File: src/rtl/reflex_pkg.sv
// Shared NinjaReflex types and constants: FSM state encoding, LFSR seed/taps,
// default timing windows and the registered status bundle.
package reflex_pkg;

  typedef enum logic [2:0] {
    ST_IDLE  = 3'd0,
    ST_WAIT  = 3'd1,
    ST_GO    = 3'd2,
    ST_CLEAR = 3'd3,
    ST_LOSE  = 3'd4,
    ST_WON   = 3'd5
  } state_e;

  localparam logic [7:0] LFSR_SEED = 8'hA5;
  // x^8+x^6+x^5+x^4+1 expressed as a mask over state bits [7:0]
  localparam logic [7:0] LFSR_TAPS = 8'hB8;

  localparam int unsigned DEF_BASE_WAIT = 500;
  localparam int unsigned DEF_WAIT_STEP = 100;
  localparam int unsigned DEF_WIN_L1    = 400;
  localparam int unsigned DEF_WIN_L2    = 250;
  localparam int unsigned DEF_WIN_L3    = 150;
  localparam int unsigned DEF_CNT_W     = 16;

  localparam int unsigned NUM_LEVELS = 3;
  localparam int unsigned LEVEL_W    = 2;

  typedef struct packed {
    logic       target;
    logic [2:0] lights;
    logic       fail;
    logic       win;
    logic       busy;
  } status_t;

  function automatic logic [7:0] lfsr_next(input logic [7:0] v);
    return {v[6:0], ^(v & LFSR_TAPS)};
  endfunction

endpackage

File: src/rtl/lfsr8.sv
// Free-running 8-bit Fibonacci LFSR; exposes the low OUT_W bits of its state.
module lfsr8
  import reflex_pkg::*;
#(
  parameter int unsigned OUT_W = 8
) (
  input  logic             clk,
  input  logic             rst,
  output logic [OUT_W-1:0] value_o
);

  logic [7:0] state_q;
  logic [7:0] state_d;

  always_comb begin
    state_d = lfsr_next(state_q);
  end

  always_ff @(posedge clk) begin
    if (rst) begin
      state_q <= LFSR_SEED;
    end else begin
      state_q <= state_d;
    end
  end

  assign value_o = state_q[OUT_W-1:0];

endmodule

File: src/rtl/reflex_level_ctrl.sv
// NinjaReflex round sequencer: random wait, stimulus, reaction window and
// three-level progression with cumulative level-cleared flags.
module reflex_level_ctrl
  import reflex_pkg::*;
#(
  parameter int unsigned BASE_WAIT = DEF_BASE_WAIT,
  parameter int unsigned WAIT_STEP = DEF_WAIT_STEP,
  parameter int unsigned WIN_L1    = DEF_WIN_L1,
  parameter int unsigned WIN_L2    = DEF_WIN_L2,
  parameter int unsigned WIN_L3    = DEF_WIN_L3,
  parameter int unsigned CNT_W     = DEF_CNT_W
) (
  input  logic clk,
  input  logic rst,
  input  logic tick,
  input  logic start,
  input  logic hit,
  output logic target,
  output logic light1,
  output logic light2,
  output logic light3,
  output logic fail,
  output logic win,
  output logic busy
);

  state_e             state_q, state_d;
  logic [LEVEL_W-1:0] level_q, level_d;
  logic [CNT_W-1:0]   cnt_q, cnt_d;
  logic [2:0]         lights_q, lights_d;
  status_t            out_q, out_d;

  logic [3:0]         rnd;
  logic [CNT_W-1:0]   wait_load;
  logic [CNT_W-1:0]   win_load;
  logic               cnt_expire;

  lfsr8 #(
    .OUT_W (4)
  ) u_lfsr (
    .clk     (clk),
    .rst     (rst),
    .value_o (rnd)
  );

  // A computed load of zero still costs one tick so the counter cannot wrap.
  function automatic logic [CNT_W-1:0] clamp_load(input logic [31:0] v);
    if (v == 32'd0) begin
      return CNT_W'(1);
    end
    return CNT_W'(v);
  endfunction

  always_comb begin
    wait_load = clamp_load(32'(BASE_WAIT) + 32'(rnd) * 32'(WAIT_STEP));
    case (level_q)
      2'd0:    win_load = clamp_load(32'(WIN_L1));
      2'd1:    win_load = clamp_load(32'(WIN_L2));
      default: win_load = clamp_load(32'(WIN_L3));
    endcase
    cnt_expire = (cnt_q <= CNT_W'(1));
  end

  // Next-state, level, counter and light-flag logic.
  always_comb begin
    state_d  = state_q;
    level_d  = level_q;
    cnt_d    = cnt_q;
    lights_d = lights_q;
    case (state_q)
      ST_IDLE, ST_LOSE, ST_WON: begin
        if (start) begin
          state_d  = ST_WAIT;
          level_d  = '0;
          lights_d = '0;
          cnt_d    = wait_load;
        end
      end
      ST_WAIT: begin
        if (hit) begin
          state_d = ST_LOSE;
        end else if (tick) begin
          if (cnt_expire) begin
            state_d = ST_GO;
            cnt_d   = win_load;
          end else begin
            cnt_d = cnt_q - CNT_W'(1);
          end
        end
      end
      ST_GO: begin
        if (hit) begin
          state_d = ST_CLEAR;
        end else if (tick) begin
          if (cnt_expire) begin
            state_d = ST_LOSE;
          end else begin
            cnt_d = cnt_q - CNT_W'(1);
          end
        end
      end
      ST_CLEAR: begin
        lights_d[level_q] = 1'b1;
        if (level_q == LEVEL_W'(NUM_LEVELS - 1)) begin
          state_d = ST_WON;
        end else begin
          state_d = ST_WAIT;
          level_d = level_q + LEVEL_W'(1);
          cnt_d   = wait_load;
        end
      end
      default: begin
        state_d  = ST_IDLE;
        level_d  = '0;
        lights_d = '0;
        cnt_d    = '0;
      end
    endcase
  end

  // Outputs decoded from the next state so they are registered alongside it.
  always_comb begin
    out_d        = '0;
    out_d.target = (state_d == ST_GO);
    out_d.lights = (state_d == ST_WON) ? 3'b111 : lights_d;
    out_d.fail   = (state_d == ST_LOSE);
    out_d.win    = (state_d == ST_WON);
    out_d.busy   = (state_d == ST_WAIT) || (state_d == ST_GO) || (state_d == ST_CLEAR);
  end

  always_ff @(posedge clk) begin
    if (rst) begin
      state_q  <= ST_IDLE;
      level_q  <= '0;
      cnt_q    <= '0;
      lights_q <= '0;
      out_q    <= '0;
    end else begin
      state_q  <= state_d;
      level_q  <= level_d;
      cnt_q    <= cnt_d;
      lights_q <= lights_d;
      out_q    <= out_d;
    end
  end

  assign target = out_q.target;
  assign light1 = out_q.lights[0];
  assign light2 = out_q.lights[1];
  assign light3 = out_q.lights[2];
  assign fail   = out_q.fail;
  assign win    = out_q.win;
  assign busy   = out_q.busy;

endmodule

File: config.mk
export PLATFORM = sky130hd
export DESIGN_NAME = reflex_level_ctrl
export DESIGN_NICKNAME = d
export VERILOG_FILES = /design/src/rtl/reflex_pkg.sv /design/src/rtl/lfsr8.sv /design/src/rtl/reflex_level_ctrl.sv
export SDC_FILE = /design/constraint.sdc
export NUM_CORES = 1
export LEC_CHECK = 0
export CORE_AREA = 2 2 75 77
export CTS_BUF_LIST = sky130_fd_sc_hd__clkbuf_4
export CTS_CLUSTER_DIAMETER = 40
export DETAILED_ROUTE_END_ITERATION = 7
export DIE_AREA = 0 0 77 79
export GPL_TIMING_DRIVEN = 0
export PLACE_DENSITY_LB_ADDON = 0.1
export RECOVER_POWER = 100
export SLEW_MARGIN = 10
export SYNTH_ARGS = -nofsm -noshare
export SYNTH_HDL_FRONTEND = slang
export SYNTH_SLANG_ARGS = --single-unit
File: constraint.sdc
create_clock -name clk -period 6.3 [get_ports clk]
set_clock_uncertainty 0.1 [all_clocks]
set_input_delay 0.63 -clock clk [delete_from_list [all_inputs] [get_ports clk]]
set_output_delay 0.63 -clock clk [all_outputs]
set_load 0.01 [all_outputs]
# Yosys cells after proc, flatten, opt, wreduce, memory -nomap -nowiden
# Cells that the tools add are included.
# op_classes
mul,1
reduce_logical,11
n_eq_ne,19
n_mux,30
n_addsub,3
n_lt_le_gt_ge,3
n_bitwise,2
# op_table
cell,count
2-to-1 mux 16 bit,10
one-hot mux 16 bit (4 select lines),1
logical NOT 32 bit,1
2-to-1 mux 3 bit,10
one-hot mux 9 bit (2 select lines),1
<= comparator 16 x 1 -> 1 bit (second input constant),1
subtractor 16 x 1 -> 16 bit (second input constant),1
inequality test 2 bit (second input constant),7
adder 9 x 11 -> 12 bit (first input constant),1
equality test 3 x 2 -> 1 bit (second input constant),4
equality test 3 bit (second input constant),4
one-hot mux 3 bit (4 select lines),1
multiplier 4 x 5 -> 9 bit (second input constant),1
one-hot mux 3 bit (3 select lines),1
XOR reduction 8 bit,1
AND reduction 7 bit,1
equality test 3 x 1 -> 1 bit (second input constant),2
one-hot mux 2 bit (3 select lines),1
2-to-1 mux 2 bit,2
logical NOT 3 bit,1
less-than comparator 2 x 3 -> 1 bit (second input constant),1
bitwise OR 3 bit,1
AND reduction 3 bit,1
OR reduction 3 bit,1
11 further kinds,13
# totals
input_bits,5
register_bits,39
elab_cells,79
out_inout_bits,7

# Depth between registers and ports, before layout
# depth
depth_word,8
mapped_depth,11
ltp_nobuf,11

# Modules after synthesis
# A second synthesis with hierarchy kept.
# unflattened
hier_cells,292
hier_area_um2,2478.6
# by_module_without_submodules
module,cells_per_inst,n_inst,area_per_inst_um2,seq_area_each_um2
reflex_level_ctrl,269,1,2212.1,620.6
lfsr8,23,1,266.5,160.2

# Worst setup path before layout
# Ideal clock, no wire load.
# synth_path
path_type,register -> register
startpoint,register u_lfsr.state_q[2]
endpoint,register cnt_q[10]
synth_period_minus_slack_ns,2.309
n_path_buf,0
stages_incl_launch_ff,12
t_arrival_ns,2.073
path_slack_ns,3.991
setup_time_ns,0.136
t_required_ns,6.064
cell_sequence,dfxtp_1 inv_1 ha_1 inv_1 ha_1 ha_1 nand2b_1 o2bb2ai_1 nand2_1 xor2_1 a32oi_1 o22ai_1
# synth_between
elab_chain_len,7
elab_cells_between_ends,8
classes_between,add/sub: 1; mul: 1; mux: 5; reduce/logical: 1
# synth_lines
element,line_no,rtl
from (decl),lfsr8.sv:12,logic [7:0] state_q;
from (signal assigned),lfsr8.sv:23,state_q <= state_d;
multiplier 4 x 5 -> 9 bit (*),reflex_level_ctrl.sv:55,wait_load = clamp_load(32'(BASE_WAIT) + 32'(rnd) * 32'(WAIT_STEP));
adder 9 x 11 -> 12 bit (*),reflex_level_ctrl.sv:55,
logical NOT 32 bit,reflex_level_ctrl.sv:48,if (v == 32'd0) begin
2-to-1 mux 1 bit,reflex_level_ctrl.sv:48,
2-to-1 mux 16 bit (*),reflex_level_ctrl.sv:51,return CNT_W'(v);
2-to-1 mux 16 bit (on tied branches),"reflex_level_ctrl.sv:104, reflex_level_ctrl.sv:72",
one-hot mux 16 bit (4 select lines) (*),reflex_level_ctrl.sv:70,case (state_q)
to (signal assigned),reflex_level_ctrl.sv:141,cnt_q <= cnt_d;
to (decl),reflex_level_ctrl.sv:29,"logic [CNT_W-1:0] cnt_q, cnt_d;"
# Every way passes the cells marked *; elsewhere a longest branch is shown, timed or not. The select of a mux whose other input is x is not followed.
# A chain may end at the register's enable or synchronous reset.

# Worst setup path after layout
# layout_path
startpoint,register state_q[1]
endpoint,register cnt_q[2]
# layout_between
elab_chain_len,4
elab_cells_between_ends,16
classes_between,eq/ne: 12; mux: 1; reduce/logical: 3
# layout_lines
element,line_no,rtl
from (decl),reflex_level_ctrl.sv:27,"state_e state_q, state_d;"
from (signal assigned),reflex_level_ctrl.sv:139,state_q <= state_d;
equality test 3 bit / logical NOT 3 bit (equally long branches),reflex_level_ctrl.sv:70,
OR reduction 3 bit,reflex_level_ctrl.sv:70,
inequality test 2 bit (no source line),n/a,
AND reduction 7 bit (no source line),n/a,
# Parallel ways exist; a longest one is shown, timed or not.

==> out/qor.csv <==
stage;metric;value;unit
sta;holdWs;333;ps
final_layout;fin_nets;350;
placement;post-dp-hpwl;4.68;mm
worst_setup_path;endpoint_kind;flop;
placement;pre_cts_ws;3320;ps
drt;vias;2380;
grt;grt_overflow;0;
min_path;hp-class;reg2reg;
power;power;0.000940;W
grt;grt_antenna_before_repair;0;
worst_setup_path;regToRegStartpoint;state_q[1];
yosys;yosysWarnings;0;
yosys;synth.distinct_cells;61;
yosys;syn-num-nets;332;
drt;routed_wl;6.23;mm
yosys;netlist_area;2540;um^2
clocking;cts_tree;built;
worst_setup_path;start_kind;flop;
clocking;cts_resized;0;
worst_setup_path;required;6480;ps
die;core;5340;um^2
worst_setup_path;criticalPathCategory;reg2reg;
drt;detail_route.iter0.violations;208;
sta;rsz0062_at_grt;no;
die;die_w;77;um
sta;finalSetupTns;0;ps
sta;relSlewSlack;0.135;
yosys;ys_seq_area_frac;0.308;
worst_setup_path;critical_path_peak_fanout;10;
placement;port_buffers;11;
drt;drc_errors;0;
clocking;clockBufferDepth;2;
min_path;whs_endpoint;u_lfsr.state_q[7];
sta;worst_pin_slew;1290;ps
power;peakVddDrop;145;uV
clocking;htree_levels;2;
clocking;clock_sinks;39;
drt;wl_per_cell;15.6;um
placement;place.gp.congestion;0.882;
worst_setup_path;r2r_end;cnt_q[2];
grt;grt_pass1_wl;10.4;mm
final_layout;drive_gt1_frac;0.0701;
yosys;ys_ff_latch;39;
yosys;synth-edff-count;0;
grt;grt_pass1_vias;2162;
clocking;hold_buffers;0;
min_path;holdPathStages;1;
worst_setup_path;rrSetupSlack;2860;ps
run_status;status;finished, final reports clean;
grt;grt_usage;0.212;
clocking;numCtsBuffers;5;
clocking;post-cts-setup-buffers;0;
die;die-area;6080;um^2
yosys;synth.avg_cell_area;8.21;um^2
yosys;syn_inst;309;
clocking;insertion_delay;350;ps
worst_setup_path;reg2reg_depth;7;
die;row_count;27;
sta;fmax;290;MHz
sta;hold_violations;0;
final_layout;area.growth.synth_to_final;9.82;%
sta;min_period;3440;ps
drt;ant_nets;0;
power;powerDensity;337;nW/um^2
final_layout;antennaDiodeCount;0;
die;io_pins;12;
drt;firstDrtPassIters;4;
job;drv_cap;0;
die;die_h;79;um
yosys;synthFlopType;dfxtp_1;
clocking;cts_root_buf;clkbuf_4;
sta;fin_ws;2860;ps
drt;via_per_inst;5.95;
clocking;clk_pin_slew_worst_paths;140;ps
yosys;async_reset_ff_frac;0;
sta;final_max_slew_viol_count;0;
sta;setup_viol;0;
sta;fin_crit_sh;0.546;
die;start_util;0.475;
grt;grt_max_degree;15;
min_path;min-delay-start;u_lfsr.state_q[6];
power;p_leak;1.10;nW
worst_setup_path;arrival;3620;ps
## critical path: stages, from the launching register on
cell and delay (ps):
dfxtp_1 330, clkbuf_1 340, nor3b_1 1080, nand4_1 510
a21oi_1 300, clkbuf_1 440, a31oi_1 80, o22ai_1 160
## layout make-up
class,instances,area (um^2)
buffer,11,48.8
multi-input combinational,241,1630
clock buffer,5,37.5
sequential,39,781
inverter,18,67.6
clock inverter,3,25.0
fill,571,2550
timing repair buffer,11,110
tap,72,90.1
## cell families (layout without fill, tap and decap cells)
family          count (synthesis)  in the layout  synth area share
simple gates                  130            130             0.284
compound gates                 72             72             0.195
flops                          39             39             0.308
buf+inv                        29             48            0.0474
xor+xnor                       19             19            0.0656
fa+ha+maj                      18             18            0.0918
mux                             2              2           0.00839
## registers in the layout (all words and copies together), names as in the netlist
signal,cells
level_q,2
busy,1
u_lfsr.state_q,8
target,1
lights_q,3
cnt_q,16
fail,1
win,1
light3,1
state_q,3
light1,1
light2,1
## cells in the final DEF, fill, tap and decap left out, types with 3 or more instances in the layout
| master | instances |
|---|---|
| inv_1 | 17 |
| nor3_1 | 16 |
| nand2b_1 | 7 |
| xor2_1 | 14 |
| a21o_1 | 3 |
| xnor2_1 | 5 |
| clkbuf_4 | 5 |
| a32oi_1 | 3 |
| o22ai_1 | 5 |
| nor2b_1 | 7 |
| a31oi_1 | 8 |
| o21ai_0 | 8 |
| nand2_1 | 21 |
| nand4_1 | 10 |
| clkbuf_1 | 10 |
| dlygate4sd3_1 | 8 |
| nor4_1 | 6 |
| or3_1 | 4 |
| ha_1 | 17 |
| nand3_1 | 8 |
| or2_2 | 5 |
| nand3b_1 | 3 |
| nor4_2 | 3 |
| and3_1 | 3 |
| nor2_1 | 27 |
| a22o_1 | 3 |
| dfxtp_1 | 39 |
| a21oi_1 | 18 |
| clkdlybuf4s50_1 | 3 |
## worst max-delay path by stage
stage,endpoint,slack (ps),start
global placement,cnt_q[9],3290,hit
global route,cnt_q[2],2500,state_q[1]
detailed placement,cnt_q[2],3320,hit
CTS,cnt_q[11],3640,state_q[1]
floorplan,cnt_q[10],3990,u_lfsr.state_q[2]
finish,cnt_q[2],2860,state_q[1]
## synth_stat cells (4+ instances only)
cell	instances	share of area
o21ai_0	6	0.012
nand4_1	10	0.025
nor3_1	15	0.030
nor4_1	6	0.015
a21oi_1	18	0.036
or3_1	4	0.0099
or2_2	5	0.012
a31oi_1	8	0.020
inv_1	17	0.025
nor2b_1	7	0.017
clkbuf_1	9	0.013
nand2b_1	7	0.017
nor2_1	27	0.040
xor2_1	14	0.048
nand2_1	21	0.031
dfxtp_1	39	0.31
xnor2_1	5	0.017
nand3_1	8	0.016
ha_1	17	0.084
o22ai_1	5	0.012
## routing by layer
metal  vias to the layer above  global-route usage  routed length [um]
met5                         -                   0                   0
met4                         0              0.0804                 142
met3                        16              0.0466                 377
met2                        93               0.318                2710
met1                      1100               0.297                3000
li1                       1171                   -                   -
## power by group
part / internal, W / switching, W / total, W
sequential: 0.000281 / 0.0000397 / 0.000320
clock: 0.0000448 / 0.0000956 / 0.000140
combinational: 0.000192 / 0.000287 / 0.000479
## per-stage QoR
step            util  cells  cell area [um^2]
5_1_grt        0.522    400              2790
3_3_place_gp   0.513    392              2740
3_5_place_dp   0.513    392              2740
6_report       0.522    400              2790
2_1_floorplan      -    309              2540
4_1_cts        0.524    400              2800
No activity file was read; power rests on OpenSTA's default activity.
==> RTL change (config.mk and constraints unchanged) <==
The package constant `LEVEL_W` goes from 2 to 4.
--- a/src/rtl/reflex_pkg.sv
+++ b/src/rtl/reflex_pkg.sv
@@ -23,7 +23,7 @@
   localparam int unsigned DEF_CNT_W     = 16;
 
   localparam int unsigned NUM_LEVELS = 3;
-  localparam int unsigned LEVEL_W    = 2;
+  localparam int unsigned LEVEL_W    = 4;
 
   typedef struct packed {
     logic       target;
Check against the original RTL: same outputs for any inputs over 10 cycles, from zero or initial values and one cycle with rst high; that may be too few to reach the edited logic, so the function may still have changed.
==> RTL change against the original RTL <==
Routed wire length decreased by 6.6%; total power shrank 6.7%; area after synthesis fell by 1.9%; via count down 7.2%; cell area is 1.4% lower; worst setup slack better by 0.23 ns; fmax grew 7.3%; sequential cell count rose by 2; first-iteration DRC count is 8.2% lower; critical path type unchanged; highest routed layer unchanged.
==> RTL change: results (changes against the original RTL) <==
metric	value	unit	change
Layout fillers	555		-2.8%
largest cells by area after synthesis	dfxtp_1, ha_1, xor2_1, nand2_1, nor2_1		
hpwl dp	4.48	mm	-4.4%
grt met3 use	0.0443		-0.00227
All-Layer GR Usage	0.206		-0.00572
worst skew pair latency	0.37	ns	+0.02 ns
GR met2 Demand/Resource	0.326		+0.00877
Synth Instances	302		-2.3%
CP arrival	3.39	ns	-0.23 ns
met1 WL	2.82	mm	-6.0%
Synth top cells by count	dfxtp_1, nand2_1, nor2_1		
R2R Path End	cnt_q[5]		
metal2 WL	2.65	mm	-2.2%
metal3 WL	263	um	-30%
vias per inst	5.62		-5.6%
largest registers	cnt_q (16), u_lfsr.state_q (8), level_q (4)		
gpl congestion	0.895		+1.4%
crit-path max cell delay	0.67	ns	-0.41 ns
CP Launch Point	cnt_q[10]		
DRT iter0 DRCs	191		-8.2%
Distinct cells, synth	56		-8.2%
reg2reg start	cnt_q[10]		
status	finished clean		
slowest cell on the critical path	nor4_1		
Layout Cells excl Fill	393		-1.8%
Seq/Total Area, Yosys	0.330		+0.0221
WL final	5.82	mm	-6.6%
Pleak	0.00112	uW	+1.5%
-- RTL change: kinds of logic (layout without fill, tap and decap cells) --
group	Yosys count	count (layout)	synth area share
fa+ha+maj	17	17	0.0885
xor+xnor	21	21	0.0739
flops	41	41	0.330
simple gates	124	124	0.260
buf+inv	23	42	0.0352
compound gates	73	73	0.200
mux	3	3	0.0126
-- RTL change: critical path: cells and delay by family (launching register included) --
family                 cells  cell delay [ns]
and+or+nand+nor            3             1.42
AOI/OAI and AO/OA          3             0.79
buffers and inverters      1             0.42
DFF                        1             0.39
-- RTL change: where the power goes --
part           leakage, uW  total, uW  internal, uW  switching (uW)
sequential        0.000336        325           290            34.9
clock            0.0000414        180          84.0            96.3
combinational     0.000744        372           149             222
-- RTL change: stage by stage --
stage / worst slack, ns / hold slack, ns
after detailed placement: 3.20 / 0.295
after global placement: 3.13 / 0.291
after CTS: 3.40 / 0.328
after floorplan: 3.80 / 0.289
final: 3.09 / 0.325
after global routing: 2.82 / 0.355
-- RTL change: final cells by class --
| cell class | instances | area (um^2) | share of cell area |
|---|---|---|---|
| Inverter | 15 | 56.3 | 0.0205 |
| Buffer | 8 | 30.0 | 0.0109 |
| Tap cell | 72 | 90.1 | 0.0328 |
| Clock buffer | 5 | 37.5 | 0.0137 |
| Clock inverter | 3 | 46.3 | 0.0169 |
| Timing Repair Buffer | 11 | 110 | 0.0401 |
| Sequential cell | 41 | 821 | 0.299 |
| Multi-Input combinational cell | 238 | 1550 | 0.566 |
-- RTL change: how the worst max path moves through the flow --
stage / to / depth (start not counted)
floorplan: cnt_q[8] / 9
global placement: cnt_q[8] / 7
detailed placement: cnt_q[8] / 7
CTS: cnt_q[8] / 9
global route: cnt_q[12] / 7
finish: cnt_q[5] / 7
